**src/rtl/display_pkg.sv**
```systemverilog
`default_nettype none
// ============================================================================
//  Module   : display_pkg
//  Purpose  : Shared definitions for the multiplexed 7-segment display scanner.
//             Holds the scan FSM state encoding, the digit geometry and the
//             3-bit value to {g,f,e,d,c,b,a} glyph table.
//  Revision : 1.0 - initial release
// ============================================================================
package display_pkg;

    localparam int NUM_DIGITS = 4;
    localparam int DIGIT_W    = 3;

    typedef enum logic [1:0] {
        ST_OFF   = 2'd0,
        ST_DRIVE = 2'd1,
        ST_GUARD = 2'd2
    } scan_state_t;

    // Active-high segments, bit order {g,f,e,d,c,b,a}; entry v is glyph for v.
    localparam logic [7:0][6:0] C_GLYPH_TABLE = {
        7'b0000111,   // 7
        7'b1111101,   // 6
        7'b1101101,   // 5
        7'b1100110,   // 4
        7'b1001111,   // 3
        7'b1011011,   // 2
        7'b0000110,   // 1
        7'b0111111    // 0
    };

endpackage
`default_nettype wire

```
**src/rtl/seg7_decode3.sv**
```systemverilog
`default_nettype none
// ============================================================================
//  Module   : seg7_decode3
//  Purpose  : Combinational 3-bit value to 7-segment glyph decoder.
//  Ports    : i_value [2:0] - digit value 0..7
//             o_seg   [6:0] - segments {g,f,e,d,c,b,a}, active-high
//  Revision : 1.0 - initial release
// ============================================================================
module seg7_decode3
    import display_pkg::*;
(
    input  logic [DIGIT_W-1:0] i_value,
    output logic [6:0]         o_seg
);

    assign o_seg = C_GLYPH_TABLE[i_value];

endmodule
`default_nettype wire

```
**src/rtl/display_scan_ctrl.sv**
```systemverilog
`default_nettype none
// ============================================================================
//  Module   : display_scan_ctrl
//  Purpose  : Time-multiplexed scanner for a 4-digit 7-segment display. Each
//             digit is driven for DIV_CYCLES clocks followed by GUARD_CYCLES
//             all-off clocks. New display values are double-buffered and only
//             committed at a frame boundary (or immediately while scanning is
//             off), so a frame never shows a mix of old and new digits.
//  Ports    : clk, rst_n (sync, active-low), en (scan enable)
//             load_valid/load_data/load_dp/load_ready - value load handshake
//             seg/dp/digit_en - registered display drive
//             frame_done - one-clock pulse on the last clock of each frame
//  Options  : LEADING_ZERO_BLANK_EN - blank leading zero digits 3..1
//  Revision : 1.0 - initial release
// ============================================================================
module display_scan_ctrl
    import display_pkg::*;
#(
    parameter int DIV_CYCLES   = 1000,
    parameter int GUARD_CYCLES = 2
) (
    input  logic                          clk,
    input  logic                          rst_n,
    input  logic                          en,
    input  logic                          load_valid,
    input  logic [NUM_DIGITS*DIGIT_W-1:0] load_data,
    input  logic [NUM_DIGITS-1:0]         load_dp,
    output logic                          load_ready,
    output logic [6:0]                    seg,
    output logic                          dp,
    output logic [NUM_DIGITS-1:0]         digit_en,
    output logic                          frame_done
);

    localparam logic [15:0] C_DIV_LAST   = 16'(DIV_CYCLES - 1);
    localparam logic [15:0] C_GUARD_LAST = 16'(GUARD_CYCLES - 1);

    scan_state_t                   r_state;
    scan_state_t                   w_state_nxt;
    logic [1:0]                    r_digit;
    logic [1:0]                    w_digit_nxt;
    logic [15:0]                   r_cnt;
    logic [15:0]                   w_cnt_nxt;

    logic [NUM_DIGITS*DIGIT_W-1:0] r_act_data;
    logic [NUM_DIGITS-1:0]         r_act_dp;
    logic [NUM_DIGITS*DIGIT_W-1:0] r_pend_data;
    logic [NUM_DIGITS-1:0]         r_pend_dp;
    logic                          r_pend_full;

    logic [6:0]                    r_seg;
    logic                          r_dp;
    logic [NUM_DIGITS-1:0]         r_digit_en;

    logic                          w_frame_end;
    logic                          w_commit;
    logic                          w_accept;
    logic [NUM_DIGITS*DIGIT_W-1:0] w_act_data_nxt;
    logic [NUM_DIGITS-1:0]         w_act_dp_nxt;
    logic [DIGIT_W-1:0]            w_digit_val;
    logic [6:0]                    w_glyph;
    logic                          w_blank;
    logic [NUM_DIGITS-1:0]         w_digit_en_nxt;

    // ------------------------------------------------------------------
    // Scan sequencing: next state, digit index and cycle counter
    // ------------------------------------------------------------------
    always_comb begin
        w_state_nxt = r_state;
        w_digit_nxt = r_digit;
        w_cnt_nxt   = r_cnt;
        if (!en) begin
            w_state_nxt = ST_OFF;
            w_digit_nxt = 2'd0;
            w_cnt_nxt   = 16'd0;
        end else begin
            case (r_state)
                ST_OFF: begin
                    w_state_nxt = ST_DRIVE;
                    w_digit_nxt = 2'd0;
                    w_cnt_nxt   = 16'd0;
                end
                ST_DRIVE: begin
                    if (r_cnt == C_DIV_LAST) begin
                        w_state_nxt = ST_GUARD;
                        w_cnt_nxt   = 16'd0;
                    end else begin
                        w_cnt_nxt   = r_cnt + 16'd1;
                    end
                end
                ST_GUARD: begin
                    if (r_cnt == C_GUARD_LAST) begin
                        w_state_nxt = ST_DRIVE;
                        w_digit_nxt = r_digit + 2'd1;   // 2-bit index wraps 3 -> 0
                        w_cnt_nxt   = 16'd0;
                    end else begin
                        w_cnt_nxt   = r_cnt + 16'd1;
                    end
                end
                default: begin
                    w_state_nxt = ST_OFF;
                    w_digit_nxt = 2'd0;
                    w_cnt_nxt   = 16'd0;
                end
            endcase
        end
    end

    // Last GUARD clock of digit 3 is the frame boundary.
    assign w_frame_end = (r_state == ST_GUARD) && (r_digit == 2'd3) &&
                         (r_cnt == C_GUARD_LAST);

    // While scanning is off there is no frame to tear, so commit at once.
    assign w_commit = r_pend_full && ((r_state == ST_OFF) || w_frame_end);
    // Pending full blocks acceptance, so accept and commit never coincide.
    assign w_accept = load_valid && !r_pend_full;

    // The registered outputs are built from the post-edge view so that the
    // first DRIVE clock after a commit already shows the new value.
    assign w_act_data_nxt = w_commit ? r_pend_data : r_act_data;
    assign w_act_dp_nxt   = w_commit ? r_pend_dp   : r_act_dp;
    assign w_digit_val    = w_act_data_nxt[int'(w_digit_nxt)*DIGIT_W +: DIGIT_W];
    assign w_digit_en_nxt = 4'b0001 << w_digit_nxt;

`ifdef LEADING_ZERO_BLANK_EN
    // A digit is a leading zero when it and every higher digit are zero.
    assign w_blank = (w_digit_nxt != 2'd0) &&
                     ((w_act_data_nxt >> (int'(w_digit_nxt)*DIGIT_W)) == '0);
`else
    assign w_blank = 1'b0;
`endif

    seg7_decode3 u_seg7_decode3 (
        .i_value (w_digit_val),
        .o_seg   (w_glyph)
    );

    always_ff @(posedge clk) begin
        if (!rst_n) begin
            r_state     <= ST_OFF;
            r_digit     <= 2'd0;
            r_cnt       <= 16'd0;
            r_act_data  <= '0;
            r_act_dp    <= '0;
            r_pend_data <= '0;
            r_pend_dp   <= '0;
            r_pend_full <= 1'b0;
            r_seg       <= 7'd0;
            r_dp        <= 1'b0;
            r_digit_en  <= '0;
        end else begin
            r_state    <= w_state_nxt;
            r_digit    <= w_digit_nxt;
            r_cnt      <= w_cnt_nxt;
            r_act_data <= w_act_data_nxt;
            r_act_dp   <= w_act_dp_nxt;

            if (w_accept) begin
                r_pend_data <= load_data;
                r_pend_dp   <= load_dp;
                r_pend_full <= 1'b1;
            end else if (w_commit) begin
                r_pend_full <= 1'b0;
            end

            if (w_state_nxt == ST_DRIVE) begin
                r_digit_en <= w_digit_en_nxt;
                r_seg      <= w_blank ? 7'd0 : w_glyph;
                r_dp       <= w_act_dp_nxt[w_digit_nxt];
            end else begin
                r_digit_en <= '0;
                r_seg      <= 7'd0;
                r_dp       <= 1'b0;
            end
        end
    end

    assign load_ready = !r_pend_full;
    assign seg        = r_seg;
    assign dp         = r_dp;
    assign digit_en   = r_digit_en;
    assign frame_done = w_frame_end;

endmodule
`default_nettype wire

```
**config.mk**
```make
export PLATFORM = sky130hd
export DESIGN_NAME = display_scan_ctrl
export DESIGN_NICKNAME = d
export VERILOG_FILES = /design/src/rtl/display_pkg.sv /design/src/rtl/seg7_decode3.sv /design/src/rtl/display_scan_ctrl.sv
export SDC_FILE = /design/constraint.sdc
export NUM_CORES = 1
export LEC_CHECK = 0
export CORE_ASPECT_RATIO = 0.9
export CORE_MARGIN = 2
export CORE_UTILIZATION = 46
export CTS_CLUSTER_SIZE = 8
export DETAILED_ROUTE_END_ITERATION = 8
export GPL_ROUTABILITY_DRIVEN = 0
export PLACE_DENSITY_LB_ADDON = 0.08
export SKIP_CTS_REPAIR_TIMING = 1
export SYNTH_ARGS = -nofsm -noshare
export SYNTH_HDL_FRONTEND = slang
export SYNTH_SLANG_ARGS = --single-unit
```
**constraint.sdc**
```tcl
create_clock -name clk -period 5.7 [get_ports clk]
set_clock_uncertainty 0.1 [all_clocks]
set_input_delay 1.14 -clock clk [delete_from_list [all_inputs] [get_ports clk]]
set_output_delay 1.14 -clock clk [all_outputs]
set_load 0.005 [all_outputs]
```
==> results.yml <==
clock_tree:
  cts-root-buf: "clkbuf_8"
  clkLatencyLatePin_ns: 0.34
  numCtsBuffers: 9
  cts.path.max_buffers: 2
  cts_sinks: 65
  clkTransAtPathRegs_ns: 0.07
  htree_levels: 3
  cts_tree: "yes"
sta:
  setup_viol: 0
  drv_slew: 0
  fin_crit_ns: 3.80
  finalCritPeriodShare_pct: 66.6
  max-slew-margin-rel_pct: 24.1
  worst_slew_pin_slew_ns: 1.13
  fin_tns_setup_ns: 0
  whs_ns: 0.366
  rsz0062_at_grt: "false"
  hold_viol: 0
  fin_ws_ns: 1.90
  max_freq_mhz: 263
setup_path:
  cpPeakStageDelay_ns: 0.58
  critPathSlowestCell: "nor4_1"
  ff2ff_path_depth: 10
  crit_type: "flop to primary output"
  cp_max_fo: 7
  path_cells: "nor4_1, nand4_1, nor2_1, clkdlybuf4s50_1"
  critPathLaunchType: "flop"
  crit_arrival_ns: 2.56
  worstPathRequired_ns: 4.46
  worst_setup_path_end_kind: "primary output"
layout:
  final_common_cell: "dfxtp_1"
  n_antenna_cell: 0
  drive_gt1_share_pct: 9.54
  multiInputGateArea_sq_um: 1770
  final_cell_mix: "65 x dfxtp_1, 44 x nand2_1, 33 x clkdlybuf4s50_1"
  fill_cells: 624
  layout.nets: 416
  syn_to_final_growth_pct: 18.7
  seq_area_sq_um: 1300
global_routing:
  grt_pass1_wl_microns: 11500
  grtUsageMet1_pct: 24.9
  gr-max-usage-layer: "met2"
  use_met2_pct: 28.6
  grt.total_usage_pct: 18.6
  grt_max_degree: 39
  met3_usage_pct: 5.35
  grt_pass1_vias: 2454
  grt-ovfl-total: 0
  antenna_found_initial: 0
routing:
  drc: 0
  wire_per_inst_microns: 13.8
  num_vias: 2548
  wl_microns: 6600
  first_iter_violations: 108
  ant_nets: 0
  dr.pass1.iters: 4
  vias_per_cell: 5.33
pwr:
  power_frac_seq_pct: 44.6
  p_switching_uw: 227
  swShare_pct: 21.1
  power.density_nw_per_um2: 281
  intPower_uw: 847
  power_frac_clock_pct: 47.7
  peakVddDrop_uv: 158
  power_leakage_uw: 0.00144
  combPwrFrac_pct: 7.7
synth:
  synth_top_area_share_pct: 40.5
  synth_compound_area_share_pct: 16.7
  synth-seq-cells: 65
  syn-num-nets: 391
  syn_area_per_cell_sq_um: 8.99
  synthAdderAreaFrac_pct: 5.06
  synthesis.area_sq_um: 3220
  ys_async_sr_fraction_pct: 0
  syn_inst: 358
  synth-simple-area-share_pct: 25.0
  synth_top_family_by_area: "simple AND/OR/NAND/NOR gates"
  yosys.area_share.xor_xnor_pct: 4.08
  ys.flop_type: "dfxtp_1"
  ys_seq_area_share_pct: 40.5
  ys_types: 56
  synth_area_leader_cell: "dfxtp_1"
  ys_warn_count: 0
  synth_area_leaders: "dfxtp_1 40%, nand2_1 5.1%, ha_1 5.1%"
  synth_edf_count: 0
  muxShareOfSynthArea_pct: 4.24
flow_run:
  max-cap-violations: 0
die:
  ios: 34
  std_cell_rows: 28
  die_h_microns: 83.3
  start_util_pct: 48.3
  core_area_sq_um: 6660
  die_w_microns: 92.2
  dieArea_sq_um: 7680
hold_path:
  hp-class: "flop to flop"
  min_delay_path_depth: 1
run_status:
  outcome: "complete, no violations"
placed_design:
  dp_hpwl_microns: 4700
  dp_slack_ns: 1.95
  io_buffers: 33
worst paths after layout:
| kind | start | to | slack (ns) |
|---|---|---|---|
| worst max-delay path | r_cnt[2] | frame_done | 1.90 |
| worst min-delay path | r_cnt[0] | r_cnt[0] | 0.37 |
| worst min register to register | r_cnt[0] | r_cnt[0] | 0.37 |
| worst max register to register | r_cnt[3] | seg[0] | 2.18 |
logic make-up after synthesis:
group / count (synthesis)
AND/OR/NAND/NOR: 156
AO/OA/AOI/OAI: 66
flip-flops: 65
buffers and inverters: 30
XOR/XNOR: 15
multiplexers: 13
adder cells (fa/ha/maj): 13
metrics by stage:
stage,area (sq um),cells,utilization [%],total power (uW)
after floorplan,3220,358,-,538
after global placement,3560,462,53.5,572
after detailed placement,3560,462,53.5,573
after CTS,3820,478,57.3,1090
after global routing,3820,478,57.3,1120
final,3820,478,57.3,1070
power by group through the flow:
stage | clock network [uW] | registers, uW | logic, uW
detailed placement | 0 | 490 | 83.3
global placement | 0 | 490 | 82.6
global route | 545 | 482 | 92.7
CTS | 528 | 479 | 83.9
finish | 512 | 479 | 82.8
floorplan | 0 | 486 | 52.7
area by class of cell:
cell class                 instances  area share (%)
multi-input combinational        263            46.4
clock inverter                     5            3.34
inverter                          11            1.08
clock buffer                      11            3.44
sequential                        65            34.1
tap                               90            2.95
timing repair buffer              33            8.65
critical path, delay by kind of cell (launching register included):
family / cells / cell delay, ns
buffers and inverters: 1 / 0.55
AND/OR/NAND/NOR: 3 / 1.30
flip-flops: 1 / 0.37
layer usage:
layer  vias to the layer above  part of all wire [%]
met1                      1177                    50
met2                        49                    45
met5                         -                     0
met3                        10                   3.7
met4                         0                   1.5
li1                       1312                     -
state kept, by name (all words and copies together) (netlist names):
register     count
digit_en         4
r_digit          2
r_cnt           16
r_pend_data     12
seg              7
dp               1
r_state          2
r_pend_full      1
r_pend_dp        4
r_act_data      12
r_act_dp         4
synth_stat cells, drive strengths merged, types with 2 or more instances:
cell,instances
dfxtp,65
nand2,45
nor2,28
a21boi,20
nand3,17
and2,13
and3,13
clkbuf,13
ha,13
nor2b,13
inv,10
xor2,9
mux2i,8
nor4,6
o21ai,6
xnor2,6
a21oi,5
buf,5
mux2,5
o211a,5
a221oi,4
nand2b,4
nand4,4
o211ai,4
o41ai,4
a211oi,3
a41oi,3
nor3,3
nor3b,3
or4,3
a311oi,2
o221ai,2
Note: power is estimated with default switching activity, not from simulation.
